<file path="config.mk">
export PLATFORM = sky130hd
export DESIGN_NAME = alu_arbiter
export DESIGN_NICKNAME = d
export VERILOG_FILES = /design/src/rtl/alu_arbiter_pkg.sv /design/src/rtl/alu_arbiter_alu.sv /design/src/rtl/alu_arbiter.sv
export SDC_FILE = /design/constraint.sdc
export NUM_CORES = 1
export LEC_CHECK = 0
export CAP_MARGIN = 5
export CORE_ASPECT_RATIO = 0.6
export CORE_MARGIN = 2
export CORE_UTILIZATION = 50
export DETAILED_ROUTE_END_ITERATION = 10
export HOLD_SLACK_MARGIN = 0.12
export MAX_ROUTING_LAYER = met4
export PLACE_DENSITY = 0.83
export SYNTH_ARGS = -nofsm -noshare
export SYNTH_HDL_FRONTEND = slang
export SYNTH_HIERARCHICAL = 1
export SYNTH_SLANG_ARGS = --single-unit
</file>
<file path="constraint.sdc">
create_clock -name clk -period 9.4 [get_ports clk]
set_input_delay 2.82 -clock clk [delete_from_list [all_inputs] [get_ports clk]]
set_output_delay 2.82 -clock clk [all_outputs]
set_load 0.1 [all_outputs]
</file>
<file path="src/rtl/alu_arbiter_pkg.sv">
// Shared types and helpers for the two-requester ALU arbiter: FSM encoding,
// opcode constants, the add/subtract opcode set and result-flag derivation.
package alu_arbiter_pkg;

    localparam int unsigned DATA_W = 16;

    typedef enum logic [1:0] {
        ST_IDLE = 2'd0,
        ST_EXEC = 2'd1,
        ST_DONE = 2'd2
    } state_e;

    // Opcodes that select addition; every other opcode subtracts.
    localparam logic [3:0] OP_ADD_0 = 4'b0000;
    localparam logic [3:0] OP_ADD_4 = 4'b0100;
    localparam logic [3:0] OP_ADD_6 = 4'b0110;
    localparam logic [3:0] OP_ADD_8 = 4'b1000;
    localparam logic [3:0] OP_ADD_9 = 4'b1001;
    localparam logic [3:0] OP_ADD_A = 4'b1010;
    localparam logic [3:0] OP_ADD_B = 4'b1011;
    localparam logic [3:0] OP_SUB   = 4'b0001;

    typedef struct packed {
        logic zero;
        logic pos;
    } flags_t;

    function automatic logic is_add(input logic [3:0] op);
        logic add;
        case (op)
            OP_ADD_0, OP_ADD_4, OP_ADD_6, OP_ADD_8,
            OP_ADD_9, OP_ADD_A, OP_ADD_B: add = 1'b1;
            default:                      add = 1'b0;
        endcase
        return add;
    endfunction

    function automatic flags_t derive_flags(input logic [DATA_W-1:0] r);
        flags_t f;
        f.zero = (r == '0);
        f.pos  = ~r[DATA_W-1] & (r != '0);
        return f;
    endfunction

endpackage

</file>
<file path="src/rtl/alu_arbiter_alu.sv">
// alu_component: combinational 16-bit add/subtract unit with its own flags.
// Arithmetic wraps modulo 2^16; carry and borrow are dropped.
module alu_component
    import alu_arbiter_pkg::*;
(
    input  logic [3:0]        op_i,
    input  logic [DATA_W-1:0] in0_i,
    input  logic [DATA_W-1:0] in1_i,
    output logic [DATA_W-1:0] out_o,
    output logic              zero_o,
    output logic              pos_o
);
    flags_t flags;

    always_comb begin
        out_o = is_add(op_i) ? (in0_i + in1_i) : (in0_i - in1_i);
    end

    assign flags  = derive_flags(out_o);
    assign zero_o = flags.zero;
    assign pos_o  = flags.pos;

endmodule

</file>
<file path="src/rtl/alu_arbiter.sv">
// Two-requester arbiter in front of the shared ALU: grant, execute, hold result until ack.
// Define ALU_ARBITER_RR_EN for round-robin tie breaking; default is fixed priority to requester 0.
module alu_arbiter
    import alu_arbiter_pkg::*;
(
    input  logic        clk,
    input  logic        reset,
    input  logic        req0,
    input  logic        req1,
    input  logic [3:0]  op0,
    input  logic [3:0]  op1,
    input  logic [15:0] a0,
    input  logic [15:0] b0,
    input  logic [15:0] a1,
    input  logic [15:0] b1,
    input  logic [1:0]  ack,
    output logic [1:0]  gnt,
    output logic [1:0]  done,
    output logic        busy,
    output logic [15:0] result,
    output logic        zero,
    output logic        pos
);
    state_e      state_q;
    logic        owner_q;
    logic        last_owner_q;
    logic [3:0]  op_q;
    logic [15:0] a_q;
    logic [15:0] b_q;
    logic [1:0]  gnt_q;
    logic [1:0]  done_q;
    logic [15:0] result_q;
    logic        zero_q;
    logic        pos_q;

    logic        win_valid_d;
    logic        win_d;
    logic [1:0]  win_mask_d;
    logic [3:0]  op_d;
    logic [15:0] a_d;
    logic [15:0] b_d;
    logic [15:0] alu_out;
    flags_t      alu_flags;

    always_comb begin
        win_valid_d = req0 | req1;
        win_d       = 1'b0;
        if (req0 && req1) begin
`ifdef ALU_ARBITER_RR_EN
            win_d = ~last_owner_q;
`else
            win_d = 1'b0;
`endif
        end else if (req1) begin
            win_d = 1'b1;
        end
    end

    genvar gi;
    generate
        for (gi = 0; gi < 2; gi++) begin : g_win_mask
            assign win_mask_d[gi] = (win_d == 1'(gi));
        end
    endgenerate

    assign op_d = win_d ? op1 : op0;
    assign a_d  = win_d ? a1  : a0;
    assign b_d  = win_d ? b1  : b0;

    // The ALU's own flags are unused; flags come from the registered result.
    alu_component u_alu (
        .op_i   (op_q),
        .in0_i  (a_q),
        .in1_i  (b_q),
        .out_o  (alu_out),
        .zero_o (),
        .pos_o  ()
    );

    assign alu_flags = derive_flags(alu_out);

    always_ff @(posedge clk) begin
        if (reset) begin
            state_q      <= ST_IDLE;
            owner_q      <= 1'b0;
            last_owner_q <= 1'b1;
            op_q         <= '0;
            a_q          <= '0;
            b_q          <= '0;
            gnt_q        <= '0;
            done_q       <= '0;
            result_q     <= '0;
            zero_q       <= 1'b0;
            pos_q        <= 1'b0;
        end else begin
            gnt_q <= '0;
            case (state_q)
                ST_IDLE: begin
                    if (win_valid_d) begin
                        owner_q      <= win_d;
                        last_owner_q <= win_d;
                        op_q         <= op_d;
                        a_q          <= a_d;
                        b_q          <= b_d;
                        gnt_q        <= win_mask_d;
                        state_q      <= ST_EXEC;
                    end
                end
                ST_EXEC: begin
                    result_q <= alu_out;
                    zero_q   <= alu_flags.zero;
                    pos_q    <= alu_flags.pos;
                    done_q   <= owner_q ? 2'b10 : 2'b01;
                    state_q  <= ST_DONE;
                end
                ST_DONE: begin
                    // Only the owner's ack bit releases the result.
                    if (ack[owner_q]) begin
                        done_q  <= '0;
                        state_q <= ST_IDLE;
                    end
                end
                default: state_q <= ST_IDLE;
            endcase
        end
    end

    assign gnt    = gnt_q;
    assign done   = done_q;
    assign busy   = (state_q != ST_IDLE);
    assign result = result_q;
    assign zero   = zero_q;
    assign pos    = pos_q;

endmodule

</file>
==> out/metrics.csv <==
metric,value,unit
via_per_inst,5.84,
clock_skew,0.00437,ns
vias,3393,
final_max_slew_viol_count,0,
pre_cts_slack,4.22,ns
clk_pin_slew,0.05,ns
grt_max_degree,38,
ant_nets,0,
ir_worst_vdd,0.0917,mV
rows,23,
grt_overflow_total,0,
coreArea,6790,um^2
p_per_area,221,nW/um^2
cp_slowest_cell,clkdlybuf4s50_1,
numCtsBuffers,9,
syn_inst,397,
wl,9450,um
grt_use_met3,5.94,%
path_cells,nor2_2 > inv_2 > clkdlybuf4s50_1,
firstDrtPassIters,8,
netSwitchingPower,0.408,mW
clk_latency,0.32,ns
worst_pin_slew,1.09,ns
dr.first_iter.drc_count,199,
cp-end-kind,primary output,
p_comb_share,41.2,%
critPathRequiredTime,6.58,ns
busiest_layer,met2,
slowest_delay,1.16,ns
max-slew-margin-rel,27.2,%
grt_setup_unrepaired,no,
gr-usage-all-layers,24.9,%
fin_tns_setup,0,ns
drive_above_1_share,8.30,%
die_area,7880,um^2
crit_fanout,8,
avgSynthCellArea,9.02,um^2
worstPathArrival,2.20,ns
start_kind,flip-flop,
post-dp-hpwl,7170,um
wl_per_cell,16.3,um
synth_area,3580,um^2
clock.fmax,199,MHz
nets,586,
die-height,69.6,um
cp_num_buf_inv,2,
antenna_found_initial,0,
synth_warnings,6,
seqCellArea,1220,um^2
setup_viol,0,
cts_resized,0,
max_cap_viol_count,0,
die_w,113,um
swShare,37.7,%
start_util,52.7,%
crit_type,reg2out,
grt_pass1_vias,3236,
io_pins,101,
period_needed,5.02,ns
fin_ws,4.38,ns
hp-class,reg2reg,
post-cts-setup-buffers,0,
hold_viol,0,
drc,2,
postCtsHoldBufs,0,
fin_crit_sh,53.4,%
grt_use_met2,36.5,%
internal-power,0.674,mW
clockPowerShare,30.2,%
gr-usage-met1,33.9,%
violations,design-rule violations,
clock_sinks,61,
cts_htree_levels,3,
leakage,2.00,nW
portBuffers,100,
fill_cells,505,
status,finished with violations,
multi_input_area,2200,um^2
grt_pass1_wl,15400,um
clk_path_buf_depth,2,
sequentialPowerShare,28.6,%
syn-num-nets,493,
place_congestion,0.894,
synthToLayoutAreaGrowth,36.8,%
antenna_cells,0,
clock-root-buffer,clkbuf_16,
cp_top_family,buffers and inverters,
cts_tree,built,
-- worst register-to-register path: stages (launching register included) --
cell and delay [ns]:
dfxtp_1 0.34, inv_1 0.06, a211oi_1 0.22, a21o_1 0.41, mux2_2 0.43, ha_1 0.28
a21o_1 0.18, and4_4 0.28, o2111ai_2 0.19, a31oi_1 0.36, o21ai_1 0.20, xnor2_1 0.22
nor4_1 0.46, nand4_1 0.20, a32o_1 0.28
-- power by group through the flow --
stage	clock network [mW]	logic (mW)	registers (mW)
2_1_floorplan	0	0.252	0.387
3_3_place_gp	0	0.426	0.313
4_1_cts	0.331	0.442	0.309
5_1_grt	0.344	0.479	0.312
3_5_place_dp	0	0.438	0.314
6_report	0.327	0.446	0.309
-- placed cells by master (no fill, tap or decap), types with 4 or more instances in the layout --
cell               n
a21o_1             9
a21oi_1           37
a221o_1           37
a31oi_1            5
and2_1            37
buf_4              4
clkbuf_16          9
clkdlybuf4s50_1  100
dfxtp_1           61
ha_1              17
inv_1             10
nand2_1           39
nand2b_1           5
nand3_1            4
nor2_1            20
nor3_1             5
nor4_1             6
o21ai_0            4
xnor2_1            9
xor2_1            12
-- flip-flops by register name, summed over array words and instances, names as in the netlist --
name,cells
a_q,16
b_q,16
result,16
op_q,4
done,2
gnt,2
state_q,2
owner_q,1
pos,1
zero,1
-- area by class of cell --
type                    count  share of cell area [%]
clock inverters             4                   0.970
inverters                  11                   0.843
well taps                  87                    2.22
repair buffers            104                    21.0
clock buffers              11                    5.16
multi-input cells         303                    44.8
flip-flops and latches     61                    24.9
-- final timing paths --
path | slack, ns | depth (start not counted) | from | end
setup / recovery | 4.38 | 3 | state_q[0]$_SDFFE_PP0P_ | busy
hold / removal | 0.45 | 2 | result[7]$_SDFFE_PP0P_ | result[7]$_SDFFE_PP0P_
setup reg to reg | 5.18 | 14 | op_q[2]$_SDFFE_PP0P_ | pos$_SDFFE_PP0P_
hold reg to reg | 0.45 | 2 | result[7]$_SDFFE_PP0P_ | result[7]$_SDFFE_PP0P_
-- per-stage QoR --
stage	hold slack, ns	utilization, %	cell area (um^2)	instances	power (mW)
after global routing	0.471	72.1	4900	581	1.14
after CTS	0.453	72.0	4890	580	1.08
after global placement	0.447	67.6	4590	565	0.739
after floorplan	0.456	-	3580	397	0.639
final	0.450	72.1	4900	581	1.08
after detailed placement	0.446	67.6	4590	565	0.752
-- per-layer routing --
metal | wire length [um] | vias up | share of wire (%)
met1 | 4600 | 1576 | 49
met4 | 131 | 0 | 1.4
li1 | - | 1662 | -
met5 | 0 | - | 0
met2 | 4090 | 140 | 43
met3 | 630 | 15 | 6.7
(Power assumes the default switching activity.)
==> patch, RTL diff (same settings) <==
Re-encode `state_e` (3 states) as one-hot, 3 bits wide.
--- a/src/rtl/alu_arbiter_pkg.sv
+++ b/src/rtl/alu_arbiter_pkg.sv
@@ -5,8 +5,8 @@
     localparam int unsigned DATA_W = 16;
 
-    typedef enum logic [1:0] {
-        ST_IDLE = 2'd0,
-        ST_EXEC = 2'd1,
-        ST_DONE = 2'd2
+    typedef enum logic [2:0] {
+        ST_IDLE = 3'b001,
+        ST_EXEC = 3'b010,
+        ST_DONE = 3'b100
     } state_e;
 
Behaviour: same outputs for any inputs over 10 cycles, from zero or initial values and one cycle with reset high; not proved beyond that.
==> patch against the original RTL <==
- combinational power is 29% higher
- total power rose by 13%
- global-route usage is 0.29 points higher
- routed wire length increased by 10%
- count of clock-buffer cells in the layout grew 2
- setup slack lost 0.43 ns
- design area up 8.4%
- sequential cell count rose by 1
- first-iteration DRC count rose by 41%
- critical path depth up 1
- synthesized area rose by 14%
- utilization shrank 4.7 points
- clock skew up 0.0022 ns
- largest cell class unchanged
- highest routed layer unchanged
==> patch: results (changes against the original RTL) <==
routing:
  viasPerCell: 5.74  # -1.8%
  wl_per_cell_microns: 16.1  # -1.2%
  drt_iter0_markers: 280  # +41%
  dr.pass1.iters: 4  # -4
cts:
  clock_latency_ns: 0.33
  ctsRootBufferMaster: "clkbuf_16"
  postCtsResizedCells: 0  # unchanged
  post_cts_buffers: 0  # unchanged
  clk_path_buf_depth: 2  # unchanged
  h-tree-depth: 3  # unchanged
  clk_pin_slew_ns: 0.05  # about the same
  cts_inserted_buffers: 9  # unchanged
power_and_ir_drop:
  total_leakage_power_nw: 2.00  # -0.22%
  ir_worst_vdd_mv: 0.124  # +35%
  p_switching_mw: 0.483  # +18%
global_routing:
  grt_start_max_net_pins: 60  # +58%
  grt_util_all_layers: 0.252  # +0.00295
  antenna_found_initial: 0  # unchanged
  grt_pass1_vias: 3611  # +12%
  grt_pass1_wl_mm: 17.1  # +11%
placed_design:
  place_area_sq_um: 5010  # +9.1%
  io_buffers: 100  # unchanged
  dp_slack_ns: 4.32  # +0.107 ns
  dp_hpwl_mm: 7.55  # +5.3%
  gp_congestion: 0.844  # -5.7%
run_status:
  status: "complete, no violations"
critical_path:
  cp_top_family: "buffers and inverters"
  worstPathArrival_ns: 2.63  # +0.43 ns
  slowest_delay_ns: 0.99  # -0.17 ns
  crit_fanout: 39  # +31
  cp_slowest_cell: "clkdlybuf4s50_1"
cells_and_area:
  drive_gt1_frac: 0.113  # +0.0300
  nets: 631  # +7.7%
  antennaDiodeCount: 0  # unchanged
sta:
  clock_skew_ns: 0.00659  # +0.00222 ns
  worst_pin_slew_ns: 1.09  # -0.000600 ns
hold_path:
  hp-class: "flip-flop to flip-flop"
synthesis:
  synth.net_count: 548  # +11%
  ys_warn_count: 6  # unchanged
[patch: metal layers]
metal  global-route usage  routed length [microns]  vias up
met5                    -                        0        -
met4               0.0762                       85        0
met3               0.0637                      684       10
met2                0.413                     4810      125
met1                0.308                     4830     1735
li1                     -                        -     1847
[patch: final cells by class]
class | count | area (sq um)
timing repair buffer | 103 | 1020
fill | 647 | 2570
clock inverter | 3 | 42.5
inverter | 12 | 45.0
multi-input combinational | 347 | 2570
tap | 108 | 135
clock buffer | 13 | 260
sequential | 62 | 1240
[patch: tightest hold or removal path, delay by kind of cell (launching register included)]
family / cells / cell delay [ns]
flip-flops: 1 / 0.30
AND/OR/NAND/NOR: 1 / 0.05
AO/OA/AOI/OAI: 1 / 0.05
[patch: power by group through the flow]
| stage | sequential (mW) | clock [mW] | combinational [mW] |
|---|---|---|---|
| 2_1_floorplan | 0.357 | 0 | 0.417 |
| 3_3_place_gp | 0.323 | 0 | 0.553 |
| 3_5_place_dp | 0.324 | 0 | 0.566 |
| 4_1_cts | 0.320 | 0.337 | 0.570 |
| 5_1_grt | 0.324 | 0.351 | 0.630 |
| 6_report | 0.321 | 0.333 | 0.574 |
[patch: path summary, 6_finish.rpt]
check / startpoint / end / slack, ns / cells after the start
max: state_q[0] / busy / 3.95 / 4
min: result[8] / result[8] / 0.45 / 2
max reg2reg: op_q[2] / zero / 5.06 / 15
min reg2reg: result[8] / result[8] / 0.45 / 2
[patch: per-stage QoR]
stage / instances / power (mW)
after detailed placement: 632 / 0.890
after CTS: 648 / 1.23
after global placement: 632 / 0.876
after floorplan: 452 / 0.774
final: 648 / 1.23
after global routing: 648 / 1.31
